$ cat src/rtl/parser_grp_sched_pkg.sv
// Shared constants, state encoding and group-enable helper for the parser group scheduler.
package parser_grp_sched_pkg;

  localparam int PARSER_WIDTH       = 16;
  localparam int DO_PARER_GROUP_NUM = 2;
  localparam int GROUP_W            = DO_PARER_GROUP_NUM * PARSER_WIDTH;
  localparam int N_GROUPS           = 12;
  localparam int GROUP_GAP          = 4;
  localparam int IDX_W              = 4;
  localparam int GAP_CNT_W          = (GROUP_GAP > 1) ? $clog2(GROUP_GAP) : 1;

  // Bit 7 of each action's high byte marks that action as enabled.
  localparam int EN_BIT_LO = 15;
  localparam int EN_BIT_HI = 31;

  typedef enum logic [1:0] {
    ST_IDLE    = 2'd0,
    ST_ISSUE   = 2'd1,
    ST_GAP     = 2'd2,
    ST_RELEASE = 2'd3
  } sched_state_e;

  function automatic logic group_live(input logic [GROUP_W-1:0] grp);
    return grp[EN_BIT_HI] | grp[EN_BIT_LO];
  endfunction

endpackage

$ cat src/rtl/parser_grp_sched_if.sv
// Instruction, segment-writer and sub0_parser signals of the group scheduler.
interface parser_grp_sched_if;
  import parser_grp_sched_pkg::*;

  logic [N_GROUPS*GROUP_W-1:0] i_inst_vec;
  logic                        i_inst_valid;
  logic                        o_inst_ready;
  logic                        i_seg_end;
  logic                        o_seg_ready;
  logic                        o_wr_bank;
  logic                        o_rd_bank;
  logic [GROUP_W-1:0]          o_parser_bram;
  logic                        o_parser_bram_valid;
  logic                        o_done;
  logic                        o_overrun;

  modport slave (
    input  i_inst_vec, i_inst_valid, i_seg_end,
    output o_inst_ready, o_seg_ready, o_wr_bank, o_rd_bank,
           o_parser_bram, o_parser_bram_valid, o_done, o_overrun
  );

  modport master (
    output i_inst_vec, i_inst_valid, i_seg_end,
    input  o_inst_ready, o_seg_ready, o_wr_bank, o_rd_bank,
           o_parser_bram, o_parser_bram_valid, o_done, o_overrun
  );

endinterface

$ cat src/rtl/parser_grp_sched_bank_tracker.sv
// Ping-pong segment-RAM bookkeeping: which bank is full, which one the writer
// fills next and which one the extractor reads.
module pp_bank_tracker (
  input  logic clk,
  input  logic rst,
  input  logic seg_end,
  input  logic release_bank,
  output logic seg_ready,
  output logic wr_bank,
  output logic rd_bank,
  output logic rd_full,
  output logic overrun
);

  logic [1:0] bank_full_q, bank_full_d;
  logic       wr_bank_q, wr_bank_d;
  logic       rd_bank_q, rd_bank_d;
  logic       overrun_q, overrun_d;
  logic       en_q, en_d;
  logic       seg_accept;

  // en_q keeps seg_ready low until the first clock after reset is released.
  assign seg_ready  = en_q & ~bank_full_q[wr_bank_q];
  assign seg_accept = seg_end & seg_ready;
  assign wr_bank    = wr_bank_q;
  assign rd_bank    = rd_bank_q;
  assign rd_full    = bank_full_q[rd_bank_q];
  assign overrun    = overrun_q;

  // Release and fill can land together; they never target the same bank.
  always_comb begin
    bank_full_d = bank_full_q;
    wr_bank_d   = wr_bank_q;
    rd_bank_d   = rd_bank_q;
    overrun_d   = overrun_q;
    en_d        = 1'b1;
    if (release_bank) begin
      bank_full_d[rd_bank_q] = 1'b0;
      rd_bank_d              = ~rd_bank_q;
    end
    if (seg_accept) begin
      bank_full_d[wr_bank_q] = 1'b1;
      wr_bank_d              = ~wr_bank_q;
    end
    if (seg_end && !seg_ready) begin
      overrun_d = 1'b1;
    end
  end

  // Bank state registers.
  always_ff @(posedge clk or posedge rst) begin
    if (rst) begin
      bank_full_q <= 2'b00;
      wr_bank_q   <= 1'b0;
      rd_bank_q   <= 1'b0;
      overrun_q   <= 1'b0;
      en_q        <= 1'b0;
    end else begin
      bank_full_q <= bank_full_d;
      wr_bank_q   <= wr_bank_d;
      rd_bank_q   <= rd_bank_d;
      overrun_q   <= overrun_d;
      en_q        <= en_d;
    end
  end

endmodule

$ cat src/rtl/parser_grp_sched.sv
// Accepts a parser instruction vector for the full read bank and feeds it to
// sub0_parser one group at a time, skipping disabled groups.
//
// state      | meaning
// -----------+-----------------------------------------------------------
// ST_IDLE    | waiting for a vector while the read bank is full
// ST_ISSUE   | strobe the current group if live, else skip it in one cycle
// ST_GAP     | pacing to sub0_parser's group service time
// ST_RELEASE | free the read bank and flip to the other one
module parser_grp_sched
  import parser_grp_sched_pkg::*;
(
  input  logic              axis_clk,
  input  logic              areset,
  parser_grp_sched_if.slave bus
);

  sched_state_e                      state_q, state_d;
  logic [N_GROUPS-1:0][GROUP_W-1:0]  vec_q, vec_d;
  logic [IDX_W-1:0]                  idx_q, idx_d;
  logic [GAP_CNT_W-1:0]              cnt_q, cnt_d;
  logic [GROUP_W-1:0]                bram_q, bram_d;
  logic                              done_q, done_d;

  logic [GROUP_W-1:0] cur_group;
  logic               cur_live;
  logic               last_group;
  logic               hs;
  logic               issue_strobe;
  logic               release_bank;
  logic               rd_full;

  pp_bank_tracker u_bank (
    .clk          (axis_clk),
    .rst          (areset),
    .seg_end      (bus.i_seg_end),
    .release_bank (release_bank),
    .seg_ready    (bus.o_seg_ready),
    .wr_bank      (bus.o_wr_bank),
    .rd_bank      (bus.o_rd_bank),
    .rd_full      (rd_full),
    .overrun      (bus.o_overrun)
  );

  assign cur_group  = vec_q[idx_q];
  assign cur_live   = group_live(cur_group);
  assign last_group = (idx_q == IDX_W'(N_GROUPS - 1));
  assign hs         = bus.o_inst_ready & bus.i_inst_valid;

  assign bus.o_inst_ready        = (state_q == ST_IDLE) & rd_full;
  assign bus.o_parser_bram       = bram_d;
  assign bus.o_parser_bram_valid = issue_strobe;
  assign bus.o_done              = done_q;

  // State and datapath registers; reset aborts any vector in flight.
  always_ff @(posedge axis_clk or posedge areset) begin
    if (areset) begin
      state_q <= ST_IDLE;
      vec_q   <= '0;
      idx_q   <= '0;
      cnt_q   <= '0;
      bram_q  <= '0;
      done_q  <= 1'b0;
    end else begin
      state_q <= state_d;
      vec_q   <= vec_d;
      idx_q   <= idx_d;
      cnt_q   <= cnt_d;
      bram_q  <= bram_d;
      done_q  <= done_d;
    end
  end

  // Next state: walk the groups, pausing GROUP_GAP cycles after each strobe.
  always_comb begin
    state_d = state_q;
    vec_d   = vec_q;
    idx_d   = idx_q;
    cnt_d   = cnt_q;
    case (state_q)
      ST_IDLE: begin
        if (hs) begin
          vec_d   = bus.i_inst_vec;
          idx_d   = '0;
          state_d = ST_ISSUE;
        end
      end
      ST_ISSUE: begin
        if (cur_live && (GROUP_GAP > 1)) begin
          cnt_d   = GAP_CNT_W'(GROUP_GAP - 1);
          state_d = ST_GAP;
        end else if (last_group) begin
          state_d = ST_RELEASE;
        end else begin
          idx_d = idx_q + IDX_W'(1);
        end
      end
      ST_GAP: begin
        cnt_d = cnt_q - GAP_CNT_W'(1);
        if (cnt_q == GAP_CNT_W'(1)) begin
          if (last_group) begin
            state_d = ST_RELEASE;
          end else begin
            idx_d   = idx_q + IDX_W'(1);
            state_d = ST_ISSUE;
          end
        end
      end
      ST_RELEASE: state_d = ST_IDLE;
      default:    state_d = ST_IDLE;
    endcase
  end

  // Outputs: strobe is combinational so the first group leaves one cycle after
  // the handshake; the group bus holds its last value between strobes.
  always_comb begin
    issue_strobe = (state_q == ST_ISSUE) & cur_live;
    release_bank = (state_q == ST_RELEASE);
    bram_d       = issue_strobe ? cur_group : bram_q;
    done_d       = release_bank;
  end

endmodule

$ cat src/flat_wrapper.sv
// flat-port wrapper written by rule: the top's interface ports become plain ports
module parser_grp_sched_flat import parser_grp_sched_pkg::*;
  (axis_clk, areset, bus_i_inst_vec, bus_i_inst_valid, bus_i_seg_end, bus_o_inst_ready, bus_o_seg_ready, bus_o_wr_bank, bus_o_rd_bank, bus_o_parser_bram, bus_o_parser_bram_valid, bus_o_done, bus_o_overrun);
  parser_grp_sched_if bus_i ();
  input  logic axis_clk;
  input  logic areset;
  input wire logic [$bits(bus_i.i_inst_vec)-1:0] bus_i_inst_vec;
  input wire logic [$bits(bus_i.i_inst_valid)-1:0] bus_i_inst_valid;
  input wire logic [$bits(bus_i.i_seg_end)-1:0] bus_i_seg_end;
  output wire logic [$bits(bus_i.o_inst_ready)-1:0] bus_o_inst_ready;
  output wire logic [$bits(bus_i.o_seg_ready)-1:0] bus_o_seg_ready;
  output wire logic [$bits(bus_i.o_wr_bank)-1:0] bus_o_wr_bank;
  output wire logic [$bits(bus_i.o_rd_bank)-1:0] bus_o_rd_bank;
  output wire logic [$bits(bus_i.o_parser_bram)-1:0] bus_o_parser_bram;
  output wire logic [$bits(bus_i.o_parser_bram_valid)-1:0] bus_o_parser_bram_valid;
  output wire logic [$bits(bus_i.o_done)-1:0] bus_o_done;
  output wire logic [$bits(bus_i.o_overrun)-1:0] bus_o_overrun;
  assign bus_i.i_inst_vec = bus_i_inst_vec;
  assign bus_i.i_inst_valid = bus_i_inst_valid;
  assign bus_i.i_seg_end = bus_i_seg_end;
  assign bus_o_inst_ready = bus_i.o_inst_ready;
  assign bus_o_seg_ready = bus_i.o_seg_ready;
  assign bus_o_wr_bank = bus_i.o_wr_bank;
  assign bus_o_rd_bank = bus_i.o_rd_bank;
  assign bus_o_parser_bram = bus_i.o_parser_bram;
  assign bus_o_parser_bram_valid = bus_i.o_parser_bram_valid;
  assign bus_o_done = bus_i.o_done;
  assign bus_o_overrun = bus_i.o_overrun;
  parser_grp_sched u_core (.axis_clk(axis_clk), .areset(areset), .bus(bus_i));
endmodule
$ cat config.mk
export PLATFORM = sky130hd
export DESIGN_NAME = parser_grp_sched_flat
export DESIGN_NICKNAME = d
export VERILOG_FILES = /design/src/rtl/parser_grp_sched_pkg.sv /design/src/rtl/parser_grp_sched_if.sv /design/src/rtl/parser_grp_sched_bank_tracker.sv /design/src/rtl/parser_grp_sched.sv /design/src/flat_wrapper.sv
export SDC_FILE = /design/constraint.sdc
export NUM_CORES = 1
export LEC_CHECK = 0
export ABC_AREA = 0
export CAP_MARGIN = 20
export CELL_PAD_IN_SITES_DETAIL_PLACEMENT = 1
export CELL_PAD_IN_SITES_GLOBAL_PLACEMENT = 2
export CORE_ASPECT_RATIO = 2
export CORE_MARGIN = 2
export CORE_UTILIZATION = 35
export CTS_BUF_LIST = sky130_fd_sc_hd__clkbuf_4 sky130_fd_sc_hd__clkbuf_8 sky130_fd_sc_hd__clkbuf_16
export DETAILED_ROUTE_END_ITERATION = 6
export PLACE_DENSITY_LB_ADDON = 0.08
export REMOVE_ABC_BUFFERS = 1
export SLEW_MARGIN = 0
export SYNTH_ARGS = -nofsm -noshare
export SYNTH_HDL_FRONTEND = slang
export SYNTH_SLANG_ARGS = --single-unit
$ cat constraint.sdc
create_clock -name axis_clk -period 20.6 [get_ports axis_clk]
set_input_delay 4.12 -clock axis_clk [delete_from_list [all_inputs] [get_ports axis_clk]]
set_output_delay 4.12 -clock axis_clk [all_outputs]
set_load 0.05 [all_outputs]
After elaboration in Yosys (flattened, before gate mapping)
Cells that the tools add are included.

Register bits after elaboration: 431. Input bits: 388. Output and inout bits: 39. Word-level logic and storage cells: 88.

Add/sub/neg operators: 2. Order comparisons: 5. Equal/unequal tests: 10. Multiplexer cells: 26. Bitwise operators: 12. Reduce and logical (&&, ||, !) cells: 11.

Operator list (count): 32-bit binary-select mux with 4-bit select (1); 32-bit 2-to-1 mux (2); 2-bit 2-to-1 mux (8); 4-bit 2-to-1 mux (4); 4-bit one-hot mux with 3 select lines (1); 2-bit one-hot mux with 4 select lines (1); 1-bit 2-to-1 mux (6); 2-bit by 1-bit inequality test with 1-bit output, second input constant (3); 1-bit AND (5); 4-bit by 5-bit less-than comparator with 1-bit output, second input constant (1); 4-bit by 1-bit adder with 4-bit output, second input constant (1); 2-bit by 1-bit equality test with 1-bit output, second input constant (2); 2-bit equality test, second input constant (2); 4-bit equality test, second input constant (1); 1-bit by 2-bit less-than comparator with 1-bit output, second input constant (2); 2-bit one-hot mux with 2 select lines (1); 2-bit AND reduction (2); 4-bit AND reduction (1); 1-bit logical AND (3); 3-bit by 1-bit inequality test with 1-bit output, second input constant (1); 1-bit inverter (3); 3-bit AND reduction (1); 3-bit nonzero test (1); 2-bit AND (1); 10 further kinds (12).

Longest topological paths before layout
Depth in word-level cells: 9. Mapped depth: 9. Mapped depth without buffers: 7.

By module
A second synthesis with hierarchy kept.

Cell total of the unflattened synthesis: 1236. Area total of the unflattened synthesis: 19059.5 um^2.

Modules (own cells, without submodules): parser_grp_sched (instances 1, cells each 1213, area an instance 18794.3 um^2, seq. area each 10635.2 um^2); pp_bank_tracker (instances 1, cells each 23, area an instance 265.3 um^2, seq. area each 150.1 um^2).

Least setup slack after synthesis
Ideal clock, no wire load.

Path type: reg2out. From: register u_core.idx_q[2]. To: output port bus_o_parser_bram[0]. Arrival: 2728 ps. Data required time: 16480 ps. Path slack: 13752 ps. Cell stages (with the launch flop): 8. Path buffers: 2. Cell sequence: dfrtp_1 clkbuf_1 or2_2 a221oi_1 a211o_1 o21ai_4 clkbuf_1 o21ai_0.

Cells in the longest elaborated chain, start to end: 5.

Ends and longest elaborated chain: from (decl) (line parser_grp_sched.sv:20) `logic [IDX_W-1:0] idx_q, idx_d;`; from (signal assigned) (line parser_grp_sched.sv:67) `idx_q <= idx_d;`; 32-bit binary-select mux with 4-bit select (*) (line parser_grp_sched.sv:45) `assign cur_group = vec_q[idx_q];`; 32-bit 2-to-1 mux (implied by the code) (*) (line parser_grp_sched.sv:45); 1-bit bitwise OR (line parser_grp_sched_pkg.sv:24) `return grp[EN_BIT_HI] | grp[EN_BIT_LO];`; 1-bit AND (line parser_grp_sched.sv:117) `issue_strobe = (state_q == ST_ISSUE) & cur_live;`; 32-bit 2-to-1 mux (*) (line parser_grp_sched.sv:119) `bram_d = issue_strobe ? cur_group : bram_q;`; to (decl) (line flat_wrapper.sv:14) `output wire logic [$bits(bus_i.o_parser_bram)-1:0] bus_o_parser_bram;`.

Every way passes the cells marked *; elsewhere a longest branch is shown, timed or not. The select of a mux whose other input is x is not followed.

Final worst setup path
From: register u_core.idx_q[0]. To: output port bus_o_parser_bram[12].

Same word-level chain as after synthesis.

==> results.yml <==
status:
  outcome: "finished, final reports clean"
worst_hold_path:
  holdPathStages: 1
  min_path_type: "reg2reg"
routing:
  routed_wl_um: 56800
  wl_per_cell_um: 24.2
  drt.antenna.violating_nets: 0
  vias: 12000
  drtIter0Drc: 452
  via_per_inst: 5.10
  route.detailed.drc: 0
  drt_pre_antenna_iters: 4
timing:
  finalClockSkew_ns: 0.0172
  holdWs_ns: 0.484
  finalWorstSetupSlack_ns: 11.43
  final-max-slew-violation-count: 0
  tightest_slew_ns: 0.999
  grt_setup_unrepaired: "false"
  finalSetupTns_ns: 0
  finalHoldViolCount: 0
  maxSlewHeadroom_pct: 33.4
  period_minus_slack_ns: 9.17
  setup_violations: 0
  final.period_utilization_pct: 44.5
  fmax_ghz: 0.109
global_routing:
  met2_usage_pct: 36.5
  use_met1_pct: 22.2
  grt.busiest_layer: "met2"
  met3_usage_pct: 6.93
  track_usage_pct: 20.3
  antenna_found_initial: 23
  grt_pass1_wl_um: 85600
  grt_overflow: 0
  grt_pass1_vias: 14000
  grt_max_degree: 171
cells_and_area:
  finalNetCount: 2032
  fill_cells: 5312
  layout_commonest_cell: "dfrtp_1"
  layoutNonFillerInstCount: 2351
  final_cell_mix: "427 x dfrtp_1, 426 x clkdlybuf4s50_1, 386 x mux2_2, 94 x mux4_2, 45 x clkbuf_16"
  finish.utilization_pct: 47.4
  stdcell_area_um2: 25400
  area_delta_synth_final_pct: 33.5
  drive_above_1_share_pct: 35.1
  multi_input_area_um2: 7890
  regArea_um2: 10800
cts:
  tritoncts: "built"
  clockRootBuffer: "clkbuf_16"
  clockBufferDepth: 3
  cts.clk_slew.worst_paths_ns: 0.06
  htree_num_levels: 2
  numClockSinks: 431
  cts_hold_buffers: 0
  clock_latency_ns: 0.56
  cts_buffers: 43
  cts_setup_buffers: 0
  cts_resized: 0
setup_path:
  worstPathRequired_ns: 16.48
  cp_max_fo: 37
  critPathKind: "reg2out"
  worst_ep_arrival_time_ns: 5.05
  crit_path_end_kind: "output port"
  worstSetupStartpointType: "flip-flop"
  rr_worst_depth: 7
place:
  place_inst: 2262
  place_hpwl_um: 39900
  routabilityCongestion: 0.761
  post_dp_cell_area_um2: 24000
  pre_cts_slack_ns: 11.85
  port-buffer-count: 426
pwr:
  peakVddDrop_mv: 0.0893
  p_per_area_nw_per_um2: 160
  total_power_mw: 4.06
  p_leak_nw: 10.7
synth:
  yosysWarnings: 0
  seq_area_frac_synth_pct: 56.7
  synth_top_family_by_area: "multiplexers"
  synth_edf_count: 0
  synth_top_area_share_pct: 56.7
  syn_avg_cell_area_um2: 15.4
  synth-xor-area-share_pct: 0.0460
  syn_area_um2: 19000
  ys_types: 42
  ys_ff_latch: 431
  synthAdderAreaFrac_pct: 0.460
  synth_compound_area_share_pct: 2.65
  synth-main-ff-cell: "dfrtp_1"
  ys_top_cells_by_area: "dfrtp_1 57%, mux2_2 23%, mux4_2 11%, mux2i_1 1.9%, clkbuf_1 1.2%"
  synth-simple-area-share_pct: 2.19
  synthCells: 1232
  ys_async_sr_fraction_pct: 100
  synth_area_leader_cell: "dfrtp_1"
  synthMuxAreaShare_pct: 36.0
job:
  max_cap_violations: 0
die:
  io_pins: 427
  start_util_pct: 35.5
  die_height_um: 334
  die_area_um2: 56300
  rows: 120
  core_um2: 53600
  die_w_um: 169
## where the power goes
group	total (mW)	switching (mW)	internal [mW]
registers	1.52	0.238	1.28
clock network	0.780	0.337	0.443
logic	1.77	0.835	0.934
## flip-flops by register name, indices dropped and copies added, names as in the netlist
| register | flops |
|---|---|
| u_core.idx_q | 4 |
| u_core.cnt_q | 2 |
| u_core.state_q | 2 |
| u_core.bram_q | 32 |
| u_core.u_bank.rd_bank | 1 |
| u_core.vec_q | 384 |
| u_core.u_bank.overrun | 1 |
| u_core.u_bank.wr_bank | 1 |
| u_core.bus.o_done | 1 |
| u_core.u_bank.bank_full_q | 2 |
| u_core.u_bank.en_q | 1 |
## cell type report
class                   instances  share of cell area [%]
diodes                         12                   0.118
clock buffers                  64                    5.19
clock inverters                12                   0.236
inverters                      10                   0.177
multi-input cells             708                    31.0
flip-flops and latches        431                    42.5
well taps                     671                    3.31
repair buffers                443                    17.4
## synthesized netlist by cell type, types with 7 or more instances
library cell  number
buf_2             15
dfrtp_1          431
ha_1               7
o21ai_0           32
clkbuf_1          63
a21oi_1           31
nor2_1            31
nand2_1           43
mux2i_1           37
mux2_2           386
inv_1              9
mux4_2            94
## critical path, cell delays in order, from the launching register on
cell	delay, ns
dfrtp_4	0.87
buf_4	0.69
buf_4	0.72
mux4_2	0.59
mux2i_1	0.16
nor2_1	0.06
a21oi_1	0.31
o21ai_0	0.18
clkdlybuf4s50_1	0.75
## routing by layer
| metal | vias to the layer above | part of all wire (%) |
|---|---|---|
| met5 | - | 0.26 |
| met4 | 24 | 2.2 |
| met3 | 84 | 8.0 |
| met2 | 341 | 53 |
| met1 | 6216 | 36 |
| li1 | 5336 | - |
## logic make-up (layout without fill, tap and decap cells)
family                     count (synthesis)  count (layout)
muxes                                    518             518
DFF                                      431             431
and+or+nand+nor                           96              96
buffers and inverters                     93             529
AOI/OAI and AO/OA                         85              85
adders and majority gates                  7               7
other                                      1              13
xor gates and xnor gates                   1               1
## final timing paths
kind | start | to | slack, ns
max | u_core.idx_q[0] | bus_o_parser_bram[12] | 11.43
min | u_core.u_bank.overrun | u_core.u_bank.overrun | 0.48
max reg2reg | u_core.idx_q[0] | u_core.bram_q[12] | 16.69
min reg2reg | u_core.u_bank.overrun | u_core.u_bank.overrun | 0.48
max in group asynchronous | areset | u_core.vec_q[250] | 14.12
min in group asynchronous | areset | u_core.vec_q[115] | 4.08
Power figures use the tool's default switching activity.
